File: config.mk
export PLATFORM = sky130hd
export DESIGN_NAME = key_counter
export DESIGN_NICKNAME = d
export VERILOG_FILES = /design/src/rtl/key_counter_pkg.sv /design/src/rtl/key_debounce.sv /design/src/rtl/key_counter.sv
export SDC_FILE = /design/constraint.sdc
export NUM_CORES = 1
export LEC_CHECK = 0
export BUFFER_PORTS_ARGS = -buffer_cell sky130_fd_sc_hd__buf_2
export CAP_MARGIN = 20
export CELL_PAD_IN_SITES_DETAIL_PLACEMENT = 2
export CELL_PAD_IN_SITES_GLOBAL_PLACEMENT = 2
export CORE_MARGIN = 1.5
export CORE_UTILIZATION = 43
export DETAILED_ROUTE_END_ITERATION = 16
export PLACE_DENSITY = 0.83
export SLEW_MARGIN = 20
export SYNTH_ARGS = -nofsm -noshare
export SYNTH_HDL_FRONTEND = slang
export SYNTH_SLANG_ARGS = --single-unit
File: constraint.sdc
create_clock -name CLK12M -period 4.55 [get_ports CLK12M]
set_clock_uncertainty 0.15 [all_clocks]
set_input_delay 0.6825 -clock CLK12M [delete_from_list [all_inputs] [get_ports CLK12M]]
set_output_delay 0.6825 -clock CLK12M [all_outputs]
set_load 0.02 [all_outputs]
File: src/rtl/key_counter_pkg.sv
// key_counter_pkg: shared board constants and key indices for the push-button counter.
package key_counter_pkg;
  localparam int CLK_HZ            = 12000000;
  localparam int DB_CYCLES_DEFAULT = 120000;
  localparam int KEY_INC           = 0;
  localparam int KEY_DEC           = 1;
  localparam int KEY_CLR           = 2;
endpackage

File: src/rtl/key_debounce.sv
// key_debounce: synchronises one active-low raw button, debounces it and flags each press.
module key_debounce
  import key_counter_pkg::*;
#(
  parameter int DB_CYCLES = DB_CYCLES_DEFAULT,
  parameter int DB_W      = 17
) (
  input  logic clk,
  input  logic rst,
  input  logic btn_n_i,
  output logic stb_o,
  output logic press_o
);
  logic s1_q, s2_q, stb_q, stb_d, press_q, press_d, done;
  logic [DB_W-1:0] dc_q, dc_d;
  always_comb begin
    done    = (s2_q != stb_q) && (dc_q == DB_W'(DB_CYCLES - 1));
    dc_d    = (s2_q == stb_q || done) ? '0 : dc_q + DB_W'(1);
    stb_d   = done ? s2_q : stb_q;
    press_d = done & s2_q;
  end
  always_ff @(posedge clk or posedge rst) begin
    if (rst) begin
      s1_q    <= 1'b0;
      s2_q    <= 1'b0;
      stb_q   <= 1'b0;
      dc_q    <= '0;
      press_q <= 1'b0;
    end else begin
      s1_q    <= ~btn_n_i;
      s2_q    <= s1_q;
      stb_q   <= stb_d;
      dc_q    <= dc_d;
      press_q <= press_d;
    end
  end
  assign stb_o   = stb_q;
  assign press_o = press_q;
endmodule

File: src/rtl/key_counter.sv
// key_counter: three debounced buttons driving a 3-bit up/down counter with clear.
module key_counter
  import key_counter_pkg::*;
#(
  parameter int DB_CYCLES = DB_CYCLES_DEFAULT,
  parameter int DB_W      = 17
) (
  input  logic       CLK12M,
  input  logic       RST,
  input  logic       BTN0,
  input  logic       BTN1,
  input  logic       BTN2,
  output logic [2:0] CNT,
  output logic       CNT_STB,
  output logic [2:0] KEY_DOWN
);
  logic [2:0] btn_n, press, cnt_q, cnt_d;
  logic cnt_stb_q, cnt_stb_d, inc, dec;
  assign btn_n = {BTN2, BTN1, BTN0};
  for (genvar k = 0; k < 3; k++) begin : g_key
    key_debounce #(.DB_CYCLES(DB_CYCLES), .DB_W(DB_W)) u_db (
      .clk    (CLK12M),
      .rst    (RST),
      .btn_n_i(btn_n[k]),
      .stb_o  (KEY_DOWN[k]),
      .press_o(press[k])
    );
  end
  // simultaneous inc and dec cancel out; clear overrides both
  always_comb begin
    inc       = press[KEY_INC] & ~press[KEY_DEC];
    dec       = press[KEY_DEC] & ~press[KEY_INC];
    cnt_d     = press[KEY_CLR] ? 3'd0 : inc ? cnt_q + 3'd1 : dec ? cnt_q - 3'd1 : cnt_q;
    cnt_stb_d = press[KEY_CLR] | inc | dec;
  end
  always_ff @(posedge CLK12M or posedge RST) begin
    if (RST) begin
      cnt_q     <= 3'd0;
      cnt_stb_q <= 1'b0;
    end else begin
      cnt_q     <= cnt_d;
      cnt_stb_q <= cnt_stb_d;
    end
  end
  assign CNT     = cnt_q;
  assign CNT_STB = cnt_stb_q;
endmodule
==> results.json <==
{
  "worstPathArrival_ns": 2.39,
  "wl_um": 7630,
  "path_class": "reg2reg",
  "numClockSinks": 67,
  "fp-row-count": 31,
  "antenna_found_initial": 0,
  "drc_errors": 0,
  "p_int_mw": 0.826,
  "drive_gt1_share_pct": 11.9,
  "crit_fanout": 10,
  "met2_usage_pct": 38.3,
  "place_ws_ns": 2.08,
  "cts_resized": 0,
  "multi_input_area_sq_um": 1370,
  "holdPathStages": 0,
  "hold_path.class": "reg2reg",
  "synthCells": 310,
  "p_sw_mw": 0.274,
  "areaGrowthSynthToFinish_pct": 10.1,
  "end_kind": "flop",
  "finalSetupViolCount": 0,
  "clock_latency_ns": 0.34,
  "die_h_um": 88.7,
  "r2r-start": "g_key[1].u_db.dc_q[0]",
  "grt.overflow.total": 0,
  "fin_area_sq_um": 3480,
  "h-tree-depth": 3,
  "initial_core_util_pct": 44.0,
  "synthesis.area_sq_um": 3160,
  "grt_pass1_wl_um": 12900,
  "fmax_ghz": 0.433,
  "io_pins": 12,
  "syn_nets": 321,
  "p_clk_share_pct": 40.7,
  "rsz0062_at_grt": "false",
  "numPortBuffers": 11,
  "ys_ff_latch": 67,
  "drt_first_pass_iters": 4,
  "nets": 335,
  "die_w_um": 88.7,
  "viasPerCell": 5.42,
  "synth.distinct_cells": 35,
  "postCtsHoldBufs": 0,
  "antenna_left": 0,
  "insertedDiodeCount": 0,
  "tightest_slew_ns": 0.961,
  "drtIter0Drc": 79,
  "timing.rr.end": "g_key[1].u_db.dc_q[0]",
  "grt.met3_usage_pct": 4.01,
  "grt_pass1_vias": 2665,
  "place_area_sq_um": 3300,
  "cts-buffers-inserted": 9,
  "cp-startpoint": "g_key[1].u_db.dc_q[0]",
  "p_leak_nw": 1.42,
  "hold_path_end": "g_key[0].u_db.s2_q",
  "die_area_sq_um": 7870,
  "final.setup.tns_ns": 0,
  "p_seq_share_pct": 55.9,
  "groute.layer.met1.usage_pct": 26.7,
  "ir_drop_v": 0.000143,
  "dp_hpwl_um": 5310,
  "busiest_layer": "met2",
  "rrSetupSlack_ns": 2.24,
  "path_clk_slew_ns": 0.07,
  "combinationalPowerShare_pct": 3.4,
  "slew_viol_final": 0,
  "outcome": "finished clean",
  "whs_ns": 0.205,
  "grt_max_degree": 47,
  "postCtsSetupRepairBufs": 0,
  "syn_avg_cell_area_sq_um": 10.2,
  "cellPowerDensity_nw_per_um2": 316,
  "required_ns": 4.63,
  "max_slew_margin_pct": 35.9,
  "cts_tree": "done",
  "postLayoutCoreUtil_pct": 48.5,
  "root_buffer": "clkbuf_8",
  "power_switching_share_pct": 24.9,
  "num_vias": 2321,
  "gp_congestion": 0.785,
  "finalCritPeriodShare_pct": 50.8,
  "regArea_sq_um": 1680,
  "fin_crit_ns": 2.31,
  "cp-start-kind": "flop",
  "hold_viol_final": 0,
  "track_usage_pct": 22.0,
  "wl_per_cell_um": 17.8,
  "synth_warnings": 0,
  "fill_cells": 773,
  "reg2regPathDepth": 5,
  "fin_ws_ns": 2.24,
  "ys_seq_area_share_pct": 53.0,
  "cts_buffer_depth": 2,
  "min_from": "g_key[0].u_db.s1_q",
  "drv_cap": 0,
  "core_region_area_sq_um": 7180
}
[power by group through the flow]
| stage | sequential (mW) | clock, mW | combinational [mW] |
|---|---|---|---|
| after floorplan | 0.622 | 0 | 0.0276 |
| after global placement | 0.625 | 0 | 0.0363 |
| after detailed placement | 0.626 | 0 | 0.0389 |
| after CTS | 0.615 | 0.462 | 0.0394 |
| after global routing | 0.616 | 0.492 | 0.0445 |
| final | 0.615 | 0.448 | 0.0379 |
[Yosys cell counts, drive strengths merged]
library cell | number | share of area (%)
and4 | 3 | 0.87
a41o | 1 | 0.32
nand4b | 1 | 0.28
clkbuf | 3 | 0.40
ha | 5 | 2.0
o21ai | 3 | 0.47
a31o | 1 | 0.28
xor2 | 12 | 3.3
nand4 | 19 | 3.8
nor4b | 2 | 0.55
and3 | 3 | 0.59
nand2 | 13 | 1.5
fa | 1 | 0.63
xnor2 | 36 | 10
nor3 | 12 | 1.9
nand3 | 17 | 2.9
o31ai | 1 | 0.40
nor4 | 14 | 2.8
nor2 | 56 | 6.7
inv | 15 | 1.8
a21oi | 4 | 0.63
nor3b | 4 | 0.95
mux2 | 3 | 1.1
or4 | 1 | 0.24
buf | 7 | 1.4
dfrtp | 67 | 53
or2 | 1 | 0.20
nor2b | 1 | 0.20
or3 | 3 | 0.59
nor4bb | 1 | 0.32
[worst max-delay path: stages, from the launching register on]
cell and delay [ns]:
dfrtp_1 0.41, ha_1 0.26, nand4_1 0.29, o31ai_2 0.75
buf_4 0.28, nor2_1 0.06
[registers in the layout, indices dropped and copies added, names as in the netlist]
| register | flops |
|---|---|
| CNT_STB | 1 |
| CNT | 3 |
| g_key.u_db.stb_o | 3 |
| g_key.u_db.press_o | 3 |
| g_key.u_db.dc_q | 51 |
| g_key.u_db.s1_q | 3 |
| g_key.u_db.s2_q | 3 |
[through the flow]
stage / power [mW] / cells
2_1_floorplan: 0.650 / 310
3_3_place_gp: 0.661 / 411
3_5_place_dp: 0.665 / 412
4_1_cts: 1.12 / 428
5_1_grt: 1.15 / 428
6_report: 1.10 / 428
[cell usage in the layout (no fill, tap or decap), types with 11 or more instances in the layout]
| cell type | netlist | layout |
|---|---|---|
| nand2_1 | 13 | 13 |
| buf_2 | 3 | 11 |
| dfrtp_1 | 67 | 67 |
| nor3_1 | 12 | 12 |
| nand3_1 | 16 | 16 |
| nor4_1 | 14 | 14 |
| nand4_1 | 19 | 19 |
| xnor2_1 | 36 | 36 |
| nor2_1 | 56 | 56 |
| inv_1 | 15 | 14 |
| xor2_1 | 12 | 12 |
[worst max-delay path by stage]
stage,to,slack (ns)
after CTS,g_key[2].u_db.dc_q[15],2.04
after detailed placement,g_key[2].u_db.dc_q[15],2.08
after global routing,g_key[1].u_db.dc_q[4],2.06
after global placement,g_key[1].u_db.dc_q[14],2.17
after floorplan,CNT[0],2.03
final,g_key[1].u_db.dc_q[0],2.24
[layer usage]
metal	share of wire [%]	routed length [um]
met2	52	3960
met1	44	3390
met3	2.5	190
met5	0	0
met4	1.2	93
[final cells by class]
| type | count | share of cell area, % |
|---|---|---|
| Sequential cell | 67 | 48.2 |
| Multi-Input combinational cell | 218 | 39.5 |
| Clock buffer | 10 | 3.96 |
| Tap cell | 99 | 3.56 |
| Timing Repair Buffer | 13 | 2.01 |
| Inverter | 15 | 1.62 |
| Clock inverter | 6 | 1.19 |
[logic make-up after synthesis]
| logic type | synth area share (%) |
|---|---|
| buffers and inverters | 3.60 |
| flip-flops | 53.0 |
| AO/OA/AOI/OAI | 2.10 |
| adder cells (fa/ha/maj) | 2.61 |
| multiplexers | 1.07 |
| AND/OR/NAND/NOR | 24.3 |
| XOR/XNOR | 13.3 |
No activity file was read; power rests on OpenSTA's default activity.
